===== src/rtl/preempt_pkg.sv =====
`default_nettype none
// ============================================================================
// Module      : preempt_pkg
// Description : Shared types for the preemption controller: FSM state
//               encoding and flagUpdateData register-load codes.
// Revision    : 1.0 - initial release
// ============================================================================
package preempt_pkg;

  typedef enum logic [1:0] {
    IDLE   = 2'd0,
    RUN    = 2'd1,
    IRQ    = 2'd2,
    SWITCH = 2'd3
  } state_e;

  localparam logic [2:0] UPD_NONE    = 3'd0;
  localparam logic [2:0] UPD_QUANTUM = 3'd1;
  localparam logic [2:0] UPD_CS_ADDR = 3'd2;
  localparam logic [2:0] UPD_PC_PROC = 3'd3;

endpackage : preempt_pkg
`default_nettype wire


===== src/rtl/quantum_counter.sv =====
`default_nettype none
// ============================================================================
// Module      : quantum_counter
// Description : Retired-instruction down-counter for one scheduling quantum.
//               load_i has priority over dec_i. A count of zero disables
//               preemption (never decrements, never expires).
// Ports       : clock, reset (async, active-low)
//               load_i / load_val_i - reload the count
//               dec_i               - one retired instruction
//               count_o             - current count
//               expire_o            - this decrement ends the quantum
// Revision    : 1.0 - initial release
// ============================================================================
module quantum_counter #(
  parameter int QUANTUM_W = 16
) (
  input  logic                 clock,
  input  logic                 reset,
  input  logic                 load_i,
  input  logic [QUANTUM_W-1:0] load_val_i,
  input  logic                 dec_i,
  output logic [QUANTUM_W-1:0] count_o,
  output logic                 expire_o
);

  localparam logic [QUANTUM_W-1:0] C_ONE = QUANTUM_W'(1);

  logic [QUANTUM_W-1:0] count_q;
  logic [QUANTUM_W-1:0] count_d;

  always_comb begin
    count_d = count_q;
    if (load_i) begin
      count_d = load_val_i;
    end else if (dec_i && (count_q != '0)) begin
      // Floor at zero: the expiring decrement lands on 0, never wraps.
      count_d = count_q - C_ONE;
    end
  end

  always_ff @(posedge clock or negedge reset) begin
    if (!reset) begin
      count_q <= '0;
    end else begin
      count_q <= count_d;
    end
  end

  assign count_o  = count_q;
  assign expire_o = dec_i && !load_i && (count_q == C_ONE);

endmodule : quantum_counter
`default_nettype wire


===== src/rtl/preemption_controller.sv =====
`default_nettype none
// ============================================================================
// Module      : preemption_controller
// Description : Initiator side of the preemption handshake. Counts retired
//               instructions while armed; on quantum expiry it captures the
//               running PC, holds `interruption` for SAVE_CYCLES cycles, then
//               strobes flagLoadPC for one cycle to jump to csAddr.
// Ports       : clock, reset (async, active-low)
//               flagMP, flagUpdateData, dataIn - control-unit writes
//               advance, pcCurrent             - retirement / running PC
//               interruption, flagLoadPC, pcTarget, pcProcess, armed
//               irqCount (only with PREEMPT_IRQ_COUNT_EN defined)
// Option      : PREEMPT_IRQ_COUNT_EN - adds saturating 8-bit switch counter.
// Revision    : 1.0 - initial release
// ============================================================================
module preemption_controller
  import preempt_pkg::*;
#(
  parameter int DATA_W      = 32,
  parameter int ADDR_W      = 10,
  parameter int QUANTUM_W   = 16,
  parameter int SAVE_CYCLES = 2
) (
  input  logic              clock,
  input  logic              reset,
  input  logic              flagMP,
  input  logic [2:0]        flagUpdateData,
  input  logic [DATA_W-1:0] dataIn,
  input  logic              advance,
  input  logic [ADDR_W-1:0] pcCurrent,
  output logic              interruption,
  output logic              flagLoadPC,
  output logic [ADDR_W-1:0] pcTarget,
  output logic [ADDR_W-1:0] pcProcess,
  output logic              armed
`ifdef PREEMPT_IRQ_COUNT_EN
  ,
  output logic [7:0]        irqCount
`endif
);

  localparam int                HOLD_W    = (SAVE_CYCLES > 1) ? $clog2(SAVE_CYCLES) : 1;
  localparam logic [HOLD_W-1:0] HOLD_LAST = HOLD_W'(SAVE_CYCLES - 1);

  state_e                state_q, state_d;
  logic [HOLD_W-1:0]     hold_q, hold_d;
  logic [QUANTUM_W-1:0]  quantum_q, quantum_d;
  logic [ADDR_W-1:0]     cs_addr_q, cs_addr_d;
  logic [ADDR_W-1:0]     pc_proc_q, pc_proc_d;

  logic                  w_load;
  logic [QUANTUM_W-1:0]  w_load_val;
  logic                  w_dec;
  logic                  w_expire;
  logic [QUANTUM_W-1:0]  w_count;

  // Upper dataIn bits are discarded by the truncating loads.
  logic unused_data;
  assign unused_data = ^dataIn;

  // Arming reloads the count; a quantum written in the same cycle bypasses
  // the register so the new value takes effect immediately.
  assign w_load     = flagMP && ((state_q == IDLE) || (state_q == RUN));
  assign w_load_val = (flagUpdateData == UPD_QUANTUM) ? dataIn[QUANTUM_W-1:0] : quantum_q;
  assign w_dec      = advance && (state_q == RUN);

  quantum_counter #(
    .QUANTUM_W (QUANTUM_W)
  ) u_quantum_counter (
    .clock      (clock),
    .reset      (reset),
    .load_i     (w_load),
    .load_val_i (w_load_val),
    .dec_i      (w_dec),
    .count_o    (w_count),
    .expire_o   (w_expire)
  );

  // --------------------------------------------------------------------------
  // FSM
  // --------------------------------------------------------------------------
  always_comb begin
    state_d = state_q;
    hold_d  = hold_q;
    case (state_q)
      IDLE: begin
        if (flagMP) state_d = RUN;
      end
      RUN: begin
        if (w_expire) begin
          state_d = IRQ;
          hold_d  = '0;
        end
      end
      IRQ: begin
        if (hold_q == HOLD_LAST) begin
          state_d = SWITCH;
        end else begin
          hold_d = hold_q + HOLD_W'(1);
        end
      end
      SWITCH: begin
        state_d = IDLE;
      end
      default: begin
        state_d = IDLE;
      end
    endcase
  end

  always_ff @(posedge clock or negedge reset) begin
    if (!reset) begin
      state_q <= IDLE;
      hold_q  <= '0;
    end else begin
      state_q <= state_d;
      hold_q  <= hold_d;
    end
  end

  // --------------------------------------------------------------------------
  // Context registers
  // --------------------------------------------------------------------------
  always_comb begin
    quantum_d = quantum_q;
    cs_addr_d = cs_addr_q;
    pc_proc_d = pc_proc_q;
    if (flagUpdateData == UPD_QUANTUM) quantum_d = dataIn[QUANTUM_W-1:0];
    if (flagUpdateData == UPD_CS_ADDR) cs_addr_d = dataIn[ADDR_W-1:0];
    // Capture of the running PC wins over a software write; software writes
    // are blocked while the save window is open.
    if (w_expire) begin
      pc_proc_d = pcCurrent;
    end else if ((flagUpdateData == UPD_PC_PROC) && (state_q != IRQ)) begin
      pc_proc_d = dataIn[ADDR_W-1:0];
    end
  end

  always_ff @(posedge clock or negedge reset) begin
    if (!reset) begin
      quantum_q <= '0;
      cs_addr_q <= '0;
      pc_proc_q <= '0;
    end else begin
      quantum_q <= quantum_d;
      cs_addr_q <= cs_addr_d;
      pc_proc_q <= pc_proc_d;
    end
  end

  // Outputs decode straight from the state register so reset clears them
  // without waiting for a clock edge.
  assign interruption = (state_q == IRQ) || (state_q == SWITCH);
  assign flagLoadPC   = (state_q == SWITCH);
  assign armed        = (state_q == RUN);
  assign pcTarget     = cs_addr_q;
  assign pcProcess    = pc_proc_q;

`ifdef PREEMPT_IRQ_COUNT_EN
  logic [7:0] irq_cnt_q, irq_cnt_d;

  always_comb begin
    irq_cnt_d = irq_cnt_q;
    if ((state_q == SWITCH) && (irq_cnt_q != 8'hFF)) irq_cnt_d = irq_cnt_q + 8'd1;
  end

  always_ff @(posedge clock or negedge reset) begin
    if (!reset) begin
      irq_cnt_q <= '0;
    end else begin
      irq_cnt_q <= irq_cnt_d;
    end
  end

  assign irqCount = irq_cnt_q;
`endif

endmodule : preemption_controller
`default_nettype wire


===== config.mk =====
export PLATFORM = sky130hd
export DESIGN_NAME = preemption_controller
export DESIGN_NICKNAME = d
export VERILOG_FILES = /design/src/rtl/preempt_pkg.sv /design/src/rtl/quantum_counter.sv /design/src/rtl/preemption_controller.sv
export SDC_FILE = /design/constraint.sdc
export NUM_CORES = 1
export LEC_CHECK = 0
export CAP_MARGIN = 20
export CORE_MARGIN = 4
export CORE_UTILIZATION = 48
export CTS_CLUSTER_SIZE = 10
export DETAILED_ROUTE_END_ITERATION = 16
export GPL_TIMING_DRIVEN = 1
export PLACE_DENSITY_LB_ADDON = 0.25
export SLEW_MARGIN = 20
export SYNTH_ARGS = -nofsm -noshare
export SYNTH_HDL_FRONTEND = slang
export SYNTH_SLANG_ARGS = --single-unit

===== constraint.sdc =====
create_clock -name clock -period 3.08 [get_ports clock]
set_input_delay 0.616 -clock clock [delete_from_list [all_inputs] [get_ports clock]]
set_output_delay 0.616 -clock clock [all_outputs]
set_load 0.005 [all_outputs]

==> results.json <==
{
  "status": "finished clean",
  "num_antenna_cells": 0,
  "post_cts_buffers": 0,
  "vias": 1921,
  "synth.distinct_cells": 39,
  "synth_area_mm2": 0.002623,
  "cp-end-kind": "flop",
  "period_share_pct": 79.85,
  "period_needed_ns": 2.460,
  "cp_max_fo": 7,
  "drtPass1Iterations": 4,
  "path_buf_inv": 0,
  "grt_util_all_layers_pct": 18.18,
  "clock_latency_ns": 0.31,
  "post_dp_cell_area_mm2": 0.003288,
  "seq_area_frac_synth_pct": 52.48,
  "drive_above_1_share_pct": 16.78,
  "swShare_pct": 33.32,
  "ys_ff_latch": 55,
  "cts_root_buf": "clkbuf_8",
  "cp_cell_sequence": "or4_1 -> nor3_4 -> nand4_2 -> a221o_1 -> mux2_1",
  "syn_inst": 232,
  "finalNetCount": 347,
  "clock_skew_ns": 0.009946,
  "setup_viol": 0,
  "nFillCells": 434,
  "drt-wirelength-per-cell_um": 14.80,
  "clk_pin_slew_ns": 0.10,
  "syn-num-nets": 288,
  "hold_violations": 0,
  "relSlewSlack_pct": 57.30,
  "start_kind": "flop",
  "p_leak_nw": 1.356,
  "rsz0062_at_grt": "no",
  "cp_slowest_cell": "or4_1",
  "cts_buffer_depth": 2,
  "grt_max_degree": 26,
  "power_frac_seq_pct": 46.1,
  "p_switching_uw": 842.0,
  "antenna_found_initial": 0,
  "detail-route-antenna-nets": 0,
  "intPower_mw": 1.685,
  "cts_buffers": 5,
  "critPathMaxStageDelay_ns": 0.70,
  "avgViaCountPerCell": 5.307,
  "first_global_vias": 2003,
  "htree_levels": 2,
  "tritoncts": "built",
  "vdd_drop_max_mv": 0.5209,
  "grt_remaining_overflow": 0,
  "critical-path-top-delay-family": "simple AND/OR/NAND/NOR gates",
  "syn_area_per_cell_um2": 11.30,
  "critical_path_arrival_ns": 2.66,
  "ys_warn_count": 0,
  "crit_required_ns": 3.28,
  "p_comb_share_pct": 38.4,
  "dp_hpwl_mm": 4.073,
  "grt_pass1_wl_mm": 9.349,
  "drv_cap": 0,
  "gp_congestion": 0.8691,
  "hold_buffers": 0,
  "hp-class": "primary input to asynchronous set/reset pin",
  "detail_route.wirelength_mm": 5.356,
  "core_area_mm2": 0.005205,
  "power_frac_clock_pct": 15.5,
  "rows": 26,
  "io_buffers": 55,
  "setup-tns-final_ns": 0,
  "fmax_ghz": 0.4066,
  "post-route-drc-count": 0,
  "cts_sinks": 55,
  "worstSetupPathType": "flop to flop",
  "die_w_um": 81.92,
  "worst_pin_slew_ns": 0.6347,
  "area_delta_synth_final_pct": 28.63,
  "initial_core_util_pct": 50.38,
  "finalInstanceArea_mm2": 0.003373,
  "drtIter0Drc": 87,
  "io_pins": 72,
  "slew_violations": 0,
  "post_cts_resize_count": 0,
  "dieArea_mm2": 0.006710,
  "die_y_um": 81.92,
  "powerDensity_mw_per_mm2": 749.2
}
-- kinds of logic after synthesis --
| logic type | Yosys count | synth area share [%] |
|---|---|---|
| mux | 39 | 16.17 |
| simple gates | 64 | 13.45 |
| fa+ha+maj | 7 | 3.340 |
| flops | 55 | 52.48 |
| compound gates | 40 | 8.731 |
| buf+inv | 17 | 2.481 |
| xor+xnor | 10 | 3.340 |
-- state kept, by name, summed over array words and instances, names as in the netlist --
name                       count
pcProcess                     10
u_quantum_counter.count_o     16
state_q                        2
hold_q                         1
quantum_q                     16
pcTarget                      10
-- path summary, 6_finish.rpt --
kind,slack [ns],depth (start not counted),from,end
worst max register to register,0.62,5,u_quantum_counter.count_o[10],state_q[1]
worst min register to register,0.50,1,quantum_q[2],quantum_q[2]
worst max-delay path,0.62,5,u_quantum_counter.count_o[10],state_q[1]
min in group clock,0.50,1,quantum_q[2],quantum_q[2]
worst min-delay path,0.20,1,reset,pcProcess[6]
max in group asynchronous,2.23,2,reset,quantum_q[4]
-- power groups by stage --
stage	sequential, mW	clock [mW]	combinational [mW]
final	1.16	0.392	0.971
after global routing	1.20	0.438	1.09
after CTS	1.16	0.405	0.986
after detailed placement	1.17	0	0.984
after global placement	1.16	0	0.954
after floorplan	1.15	0	0.559
-- cell usage in the layout (no fill, tap or decap), types with 4 or more instances in the layout --
cell type / n
dfrtp_1: 55
clkdlybuf4s50_1: 54
mux2_2: 26
a21oi_1: 29
xnor2_1: 7
buf_4: 8
ha_1: 7
clkbuf_8: 5
nor4_1: 5
nand4_1: 4
mux2i_1: 12
nor2_1: 28
inv_1: 6
-- cell type report --
type                    instances  area, um2  share of cell area [%]
well taps                      70      87.58                   2.596
inverters                       6      22.52                  0.6677
clock inverters                 2      12.51                  0.3709
clock buffers                   6      72.57                   2.151
flip-flops and latches         55       1376                   40.80
multi-input cells             160       1196                   35.46
repair buffers                 63      605.6                   17.95
-- synth_stat cells (all sizes together) --
| library cell | number | area [um2] |
|---|---|---|
| xnor2 | 7 | 61.31 |
| nor2 | 28 | 105.1 |
| nor3 | 4 | 31.28 |
| o21a | 1 | 7.510 |
| nor4b | 1 | 8.760 |
| nand2 | 3 | 11.26 |
| or2 | 1 | 6.260 |
| mux2 | 27 | 304.0 |
| o21ai | 2 | 10.00 |
| dfrtp | 55 | 1376 |
| inv | 6 | 22.52 |
| a221o | 1 | 10.01 |
| nand4b | 1 | 8.760 |
| a22o | 1 | 8.760 |
| a21oi | 29 | 145.1 |
| a2111oi | 2 | 17.52 |
| nand2b | 1 | 6.260 |
| clkbuf | 8 | 30.03 |
| mux2i | 12 | 120.1 |
| nand4 | 5 | 37.53 |
| ha | 7 | 87.58 |
| a211o | 1 | 8.760 |
| a31oi | 1 | 6.260 |
| nor4bb | 1 | 10.01 |
| buf | 3 | 12.51 |
| nand3 | 3 | 15.01 |
| or3 | 2 | 12.51 |
| or4 | 2 | 15.01 |
| xor2 | 3 | 26.28 |
| a211oi | 2 | 15.01 |
| nor2b | 3 | 18.77 |
| nor4 | 5 | 31.28 |
| nor3b | 3 | 22.52 |
| and4bb | 1 | 12.51 |
-- stage by stage --
step / utilization [%] / std cells / hold slack, ns / power, mW / setup WS (ns)
6_report: 64.81 / 362 / 0.1962 / 2.527 / 0.6205
5_1_grt: 64.81 / 362 / 0.2048 / 2.731 / 0.4982
4_1_cts: 64.81 / 362 / 0.1981 / 2.554 / 0.6106
3_5_place_dp: 63.17 / 354 / 0.4857 / 2.158 / 0.4030
3_3_place_gp: 63.17 / 354 / 0.4822 / 2.117 / 0.4116
2_1_floorplan: - / 232 / 0.3204 / 1.706 / 0.8324
-- layer usage --
layer / GRT usage, % / vias up / wire length, um
met1: 22.28 / 922 / 2369
met3: 3.399 / 7 / 257
met4: 6.478 / 0 / 79
li1: - / 941 / -
met5: 0 / - / 0
met2: 31.83 / 51 / 2650
Power figures use the tool's default switching activity.
